--- src/rtl/ov7670_dvp_source.sv ---
// rtl/ov7670_dvp_source.sv - OV7670-style DVP frame generator (pclk/vsync/href/data)
// Define OV7670_SRC_COLORBAR_EN for 8 vertical colour bars instead of the line/column counting pattern.
module ov7670_dvp_source #(
    parameter int H_ACTIVE     = 320,
    parameter int V_ACTIVE     = 240,
    parameter int H_BLANK      = 144,
    parameter int V_SYNC_LINES = 3,
    parameter int V_BACK_LINES = 17,
    parameter int PCLK_DIV     = 2
) (
    input  logic       clk,
    input  logic       buttonReset,
    input  logic       enable,
    output logic       pclk,
    output logic       vsync,
    output logic       href,
    output logic [7:0] OV7670_Data,
    output logic       frameDone
);

    localparam int LINE_LEN = 2 * H_ACTIVE + H_BLANK;
    localparam int HCNT_W   = $clog2(LINE_LEN + 1);
    localparam int SYNC_MAX = (V_SYNC_LINES > V_BACK_LINES) ? V_SYNC_LINES : V_BACK_LINES;
    localparam int VCNT_W   = $clog2(SYNC_MAX + 1);
    localparam int COL_W    = (H_ACTIVE > 256) ? $clog2(H_ACTIVE) : 8;
    localparam int LINE_W   = (V_ACTIVE > 256) ? $clog2(V_ACTIVE) : 8;
    localparam int DIV_W    = (PCLK_DIV > 1) ? $clog2(PCLK_DIV) : 1;

    typedef enum logic [2:0] {IDLE, VSYNC, VBACK, ACTIVE, HBLANK} state_t;

    state_t              state_q, state_d;
    logic [DIV_W-1:0]    div_q, div_d;
    logic                pclk_q, pclk_d;
    logic [HCNT_W-1:0]   hcnt_q, hcnt_d;
    logic [VCNT_W-1:0]   vcnt_q, vcnt_d;
    logic [COL_W-1:0]    col_q, col_d;
    logic                byte_q, byte_d;
    logic [LINE_W-1:0]   line_q, line_d;
    logic                frame_done_q, frame_done_d;
    logic                toggle;
    logic                fall_tick;
    logic [15:0]         pixel;

    always_ff @(posedge clk or posedge buttonReset) begin
        if (buttonReset) begin
            state_q      <= IDLE;
            div_q        <= '0;
            pclk_q       <= 1'b0;
            hcnt_q       <= '0;
            vcnt_q       <= '0;
            col_q        <= '0;
            byte_q       <= 1'b0;
            line_q       <= '0;
            frame_done_q <= 1'b0;
        end else begin
            state_q      <= state_d;
            div_q        <= div_d;
            pclk_q       <= pclk_d;
            hcnt_q       <= hcnt_d;
            vcnt_q       <= vcnt_d;
            col_q        <= col_d;
            byte_q       <= byte_d;
            line_q       <= line_d;
            frame_done_q <= frame_done_d;
        end
    end

    // pclk runs regardless of enable; every state change is tied to its falling edge
    always_comb begin
        toggle    = (div_q == DIV_W'(PCLK_DIV - 1));
        div_d     = toggle ? '0 : div_q + 1'b1;
        pclk_d    = toggle ? ~pclk_q : pclk_q;
        fall_tick = toggle & pclk_q;
    end

    always_comb begin
        state_d      = state_q;
        hcnt_d       = hcnt_q;
        vcnt_d       = vcnt_q;
        col_d        = col_q;
        byte_d       = byte_q;
        line_d       = line_q;
        frame_done_d = 1'b0;
        if (fall_tick) begin
            case (state_q)
                IDLE: begin
                    if (enable) begin
                        state_d = VSYNC;
                        hcnt_d  = '0;
                        vcnt_d  = '0;
                    end
                end
                VSYNC: begin
                    if (hcnt_q == HCNT_W'(LINE_LEN - 1)) begin
                        hcnt_d = '0;
                        if (vcnt_q == VCNT_W'(V_SYNC_LINES - 1)) begin
                            state_d = VBACK;
                            vcnt_d  = '0;
                        end else begin
                            vcnt_d = vcnt_q + 1'b1;
                        end
                    end else begin
                        hcnt_d = hcnt_q + 1'b1;
                    end
                end
                VBACK: begin
                    if (hcnt_q == HCNT_W'(LINE_LEN - 1)) begin
                        hcnt_d = '0;
                        if (vcnt_q == VCNT_W'(V_BACK_LINES - 1)) begin
                            state_d = ACTIVE;
                            vcnt_d  = '0;
                            col_d   = '0;
                            byte_d  = 1'b0;
                            line_d  = '0;
                        end else begin
                            vcnt_d = vcnt_q + 1'b1;
                        end
                    end else begin
                        hcnt_d = hcnt_q + 1'b1;
                    end
                end
                ACTIVE: begin
                    byte_d = ~byte_q;
                    if (byte_q) begin
                        if (col_q == COL_W'(H_ACTIVE - 1)) begin
                            col_d   = '0;
                            hcnt_d  = '0;
                            state_d = HBLANK;
                        end else begin
                            col_d = col_q + 1'b1;
                        end
                    end
                end
                HBLANK: begin
                    if (hcnt_q == HCNT_W'(H_BLANK - 1)) begin
                        hcnt_d = '0;
                        if (line_q < LINE_W'(V_ACTIVE - 1)) begin
                            state_d = ACTIVE;
                            line_d  = line_q + 1'b1;
                        end else begin
                            // enable is only looked at here and in IDLE, so frames are never cut short
                            line_d       = '0;
                            vcnt_d       = '0;
                            frame_done_d = 1'b1;
                            state_d      = enable ? VSYNC : IDLE;
                        end
                    end else begin
                        hcnt_d = hcnt_q + 1'b1;
                    end
                end
                default: state_d = IDLE;
            endcase
        end
    end

`ifdef OV7670_SRC_COLORBAR_EN
    localparam int BAR_W = H_ACTIVE / 8;
    logic [2:0] bar_idx;
`endif

    always_comb begin
`ifdef OV7670_SRC_COLORBAR_EN
        bar_idx = 3'(col_q / COL_W'(BAR_W));
        case (bar_idx)
            3'd0:    pixel = 16'hFFFF;
            3'd1:    pixel = 16'hFFE0;
            3'd2:    pixel = 16'h07FF;
            3'd3:    pixel = 16'h07E0;
            3'd4:    pixel = 16'hF81F;
            3'd5:    pixel = 16'hF800;
            3'd6:    pixel = 16'h001F;
            default: pixel = 16'h0000;
        endcase
`else
        pixel = {line_q[7:0], col_q[7:0]};
`endif
        pclk        = pclk_q;
        vsync       = (state_q == VSYNC);
        href        = (state_q == ACTIVE);
        OV7670_Data = (state_q == ACTIVE) ? (byte_q ? pixel[7:0] : pixel[15:8]) : 8'h00;
        frameDone   = frame_done_q;
    end

endmodule

--- config.mk ---
export PLATFORM = sky130hd
export DESIGN_NAME = ov7670_dvp_source
export DESIGN_NICKNAME = d
export VERILOG_FILES = /design/src/rtl/ov7670_dvp_source.sv
export SDC_FILE = /design/constraint.sdc
export NUM_CORES = 1
export LEC_CHECK = 0
export ABC_AREA = 1
export BUFFER_PORTS_ARGS = -buffer_cell sky130_fd_sc_hd__buf_2
export CAP_MARGIN = 20
export CORE_ASPECT_RATIO = 1.25
export CORE_MARGIN = 2
export CORE_UTILIZATION = 61
export DETAILED_ROUTE_END_ITERATION = 10
export MAX_ROUTING_LAYER = met4
export PLACE_DENSITY = 0.84
export SLEW_MARGIN = 25
export SYNTH_ARGS = -nofsm -noshare
export SYNTH_HDL_FRONTEND = slang
export SYNTH_SLANG_ARGS = --single-unit
--- constraint.sdc ---
create_clock -name clk -period 2.3 [get_ports clk]
set_clock_uncertainty 0.05 [all_clocks]
set_input_delay 0.23 -clock clk [delete_from_list [all_inputs] [get_ports clk]]
set_output_delay 0.23 -clock clk [all_outputs]
set_load 0.02 [all_outputs]
**Yosys cells after proc, flatten, opt, wreduce, memory -nomap -nowiden**

Index checks and enable logic that the tools add are counted.

- Register bits after elaboration: 39
- Input port bits: 3

- $add $sub $neg: 5
- Magnitude comparators: 1
- Eq/ne operators: 18
- Muxes and demuxes: 45
- Bitwise logic cells: 3
- Reduce and logical (&&, ||, !) cells: 12

Operator list:

| kind | count |
|---|---|
| 10-bit two-way mux | 5 |
| 8-bit two-way mux | 6 |
| 10-bit one-hot mux with 4 select lines | 1 |
| 9-bit two-way mux | 4 |
| 5-bit two-way mux | 7 |
| 3-bit two-way mux | 8 |
| 5-bit one-hot mux with 4 select lines | 1 |
| 9-bit one-hot mux with 2 select lines | 1 |
| 8-bit one-hot mux with 2 select lines | 1 |
| 3-bit one-hot mux with 5 select lines | 1 |
| 5-bit AND reduction | 3 |
| 10-bit by 1-bit adder with 10-bit output (second input constant) | 1 |
| 10-bit equality test (second input constant) | 1 |
| 10-bit by 8-bit equality test with 1-bit output (second input constant) | 1 |
| 2-bit != test (second input constant) | 5 |
| 9-bit by 1-bit adder with 9-bit output (second input constant) | 1 |
| 9-bit equality test (second input constant) | 1 |
| 9-bit AND reduction | 1 |
| 8-bit by 1-bit adder with 8-bit output (second input constant) | 1 |
| 8-bit less-than comparator (second input constant) | 1 |
| 1-bit two-way mux | 8 |
| 2-bit by 1-bit != test with 1-bit output (second input constant) | 4 |
| 4-bit nonzero test | 2 |
| 7-bit AND reduction | 1 |
| other kinds (15) | 18 |

**Logic depth before layout (Yosys ltp)**

- Depth in word-level cells: 5
- Mapped depth: 11
- Gate-level depth less buffers: 11

**Least setup slack after synthesis**

No wires, ideal clock.

- Kind: flip-flop to output port
- Start: reg byte_q
- End: out OV7670_Data[3]
- Arrival time: 1.428 ns
- Required time: 2.020 ns
- Path slack: 0.592 ns
- Cell stages (with the launch flop): 5
- Cell sequence: dfrtp_1 clkbuf_1 clkbuf_1 nor2_1 a211oi_1

- Cells in the longest elaborated chain, start to end: 2

Ends and longest elaborated chain:

| what | RTL line | RTL |
|---|---|---|
| from (decl) | 37 | `logic byte_q, byte_d;` |
| from (signal assigned) | 62 | `byte_q <= byte_d;` |
| 8-bit two-way mux (2 in series) | 180 | `OV7670_Data = (state_q == ACTIVE) ? (byte_q ? pixel[7:0] : pixel[15:8]) : 8'h00;` |
| to (decl) | 17 | `output logic [7:0] OV7670_Data,` |

No other way between the ends.

**Worst setup path after layout**

- Start: reg byte_q
- End: out OV7670_Data[1]

The elaborated chain is that of the path after synthesis.

==> flow_metrics.tcl <==
set metrics [dict create \
    status "finished with violations" \
    violations "negative hold slack" \
    cap_violations 0 \
    synth_area_sq_um 2780 \
    synth_edf_count 0 \
    cp_cell_sequence "mux2_2 -> nand2_1 -> inv_1 -> buf_2" \
    syn_to_final_growth_pct 7.88 \
    worst_path_max_delay_cell "dfrtp_1" \
    final_cell_area_sq_um 3000 \
    numCtsBuffers 5 \
    core_sq_um 4390 \
    dp_hpwl_um 4550 \
    routed_wl_um 6150 \
    max_stage_delay_ns 0.64 \
    die_h_um 79.4 \
    async_flop_share_pct 100 \
    min_path_type "in -> async" \
    start_util_pct 63.2 \
    startpoint "byte_q" \
    layout-drive-gt1-share_pct 11.7 \
    period_needed_ns 1.86 \
    grt_usage_pct 27.6 \
    synth_top_area_share_pct 35.1 \
    yosysSeqAreaShare_pct 35.1 \
    cts_hold_buf 0 \
    cellLeakagePower_nw 1.63 \
    clock_sinks 39 \
    grt_max_degree 40 \
    wire_per_inst_um 12.4 \
    whs_ns -0.0000701 \
    diodes 0 \
    first_iter_violations 168 \
    pwr_density_cell_nw_per_um2 692 \
    wl_met1_um 2620 \
    syn_inst 416 \
    drt-pass1-iter-count 5 \
    yosysWarnings 0 \
    topRoutingLayerUsed "met4" \
    reg2reg_depth 8 \
    dpl_cell_area_sq_um 2920 \
    setup_viol 0 \
    hold_viol_final 3 \
    peakVddDrop_mv 0.384 \
    reg2reg_to "hcnt_q[0]" \
    cp_data_arrival_time_ns 1.58 \
    tns_ns 0 \
    required_ns 2.02 \
    synthXorXnorAreaFrac_pct 1.89 \
    grt_pass1_wl_um 10800 \
    cts-root-buf "clkbuf_8" \
    clk_latency_ns 0.29 \
    final_net_count 444 \
    fmax_mhz 538 \
    antenna_found_initial 0 \
    synth-compound-area-share_pct 5.95 \
    dieArea_sq_um 5110 \
    num-fill-cells 393 \
    slew_headroom_pct 66.0 \
    synthAdderAreaFrac_pct 2.70 \
    muxShareOfSynthArea_pct 0.811 \
    synth_common_cells "nand2_1 (133), nand3_1 (64), inv_1 (52)" \
    synthDistinctLibCells 35 \
    multi_input_area_sq_um 1550 \
    path_clk_slew_ns 0.08 \
    std_cell_rows 27 \
    synth_top_area_cell "dfrtp_1" \
    end_kind "output pin" \
    synth_area_leaders "dfrtp_1 (35%), nand2_1 (18%), nand3_1 (12%)" \
    route.met3.wl_um 207 \
    yosysMostFrequentCell "nand2_1" \
    finalCritPeriodShare_pct 80.8 \
    tritoncts "built" \
    worst_pin_slew_ns 0.507 \
    top_level_ports 15 \
    htree_levels 2 \
    seqCellArea_sq_um 976 \
    critPathMaxFanout 16 \
    die_w_um 64.4 \
    gr-total-overflow 0 \
    yosys.area_share.simple_pct 44.5 \
    vias 2665 \
    dp_cells 486 \
    final_antenna_net_count 0 \
    slew_violations 0 \
    synth_top_family_by_area "simple AND/OR/NAND/NOR gates" \
    post_cts_buffers 0 \
    syn_nets 425 \
    rsz0062_at_grt "false" \
    drc 0 \
    synth_ff_type "dfrtp_1" \
    critical_path_class "reg -> out" \
    cp-start-kind "flop" \
    postSynthAreaPerCell_sq_um 6.68 \
    gp_congestion 0.924 \
    synth-seq-cells 39 \
    wl_met2_um 3220 \
    fin_cells 494 \
    ctsResizeCount 0 \
    grt_pass1_vias 2504 \
    clock_path_buffers 2 \
    portBuffers 14 \
    r2r_setup_slack_ns 0.47 \
    r2r-start "hcnt_q[0]" \
    viasPerCell 5.39 \
]
worst max-delay path by stage:
stage / endpoint / slack (ns) / cells past startpoint
floorplan: OV7670_Data[3] / 0.59 / 4
global placement: hcnt_q[0] / 0.52 / 8
detailed placement: hcnt_q[0] / 0.46 / 8
CTS: OV7670_Data[1] / 0.44 / 4
global route: hcnt_q[0] / 0.26 / 8
finish: OV7670_Data[1] / 0.44 / 4
through the flow:
stage,util (%),power (mW),worst slack [ns]
floorplan,-,1.44,0.592
global placement,66.4,1.61,0.520
detailed placement,66.4,1.62,0.457
CTS,68.2,2.08,0.443
global route,68.2,2.23,0.259
finish,68.2,2.07,0.441
layout make-up:
| cell class | instances | share of cell area [%] |
|---|---|---|
| Clock inverter | 1 | 0.167 |
| Clock buffer | 7 | 2.55 |
| Sequential cell | 39 | 32.6 |
| Tap cell | 58 | 2.42 |
| Multi-Input combinational cell | 314 | 51.7 |
| Inverter | 57 | 7.22 |
| Timing Repair Buffer | 18 | 3.34 |
flip-flops by register name (all words and copies together) (netlist names):
signal     count
pclk           1
vcnt_q         5
frameDone      1
byte_q         1
hcnt_q        10
state_q        3
col_q          9
div_q          1
line_q         8
routing by layer:
metal / global-route usage (%) / vias up
met3: 3.95 / 11
met5: - / -
met4: 10.6 / 0
li1: - / 1366
met1: 31.4 / 1234
met2: 49.1 / 54
where the power goes:
group	internal, mW	switching, mW
sequential	0.757	0.136
clock	0.213	0.249
combinational	0.212	0.507
total	1.18	0.893
critical path: cells and delay by family (launching register included):
family                 cells  cell delay, ns
multiplexers               1            0.39
flip-flops                 1            0.64
buffers and inverters      2            0.19
AND/OR/NAND/NOR            1            0.06
logic make-up (layout without fill, tap and decap cells):
group	count (synthesis)	count (layout)
multiplexers	2	2
flip-flops	39	39
XOR/XNOR	6	6
adder cells (fa/ha/maj)	6	6
AO/OA/AOI/OAI	25	25
AND/OR/NAND/NOR	275	275
buffers and inverters	63	83
placed cells by master, fill, tap and decap left out, types with 4 or more instances in the layout:
master | Yosys | final
nand2_1 | 133 | 133
inv_1 | 52 | 52
xor2_1 | 6 | 6
buf_2 | 1 | 14
nor2_2 | 5 | 5
a211oi_1 | 5 | 5
clkbuf_8 | 0 | 5
a21oi_1 | 4 | 4
nand3b_1 | 4 | 4
nand3_1 | 64 | 64
ha_1 | 6 | 6
nand4_1 | 7 | 7
dfrtp_1 | 39 | 39
inv_2 | 4 | 4
o21ai_0 | 7 | 7
nor2_1 | 39 | 39
nor3_1 | 7 | 7
nand2_2 | 6 | 6
buf_4 | 1 | 4
Note: power is estimated with default switching activity, not from simulation.
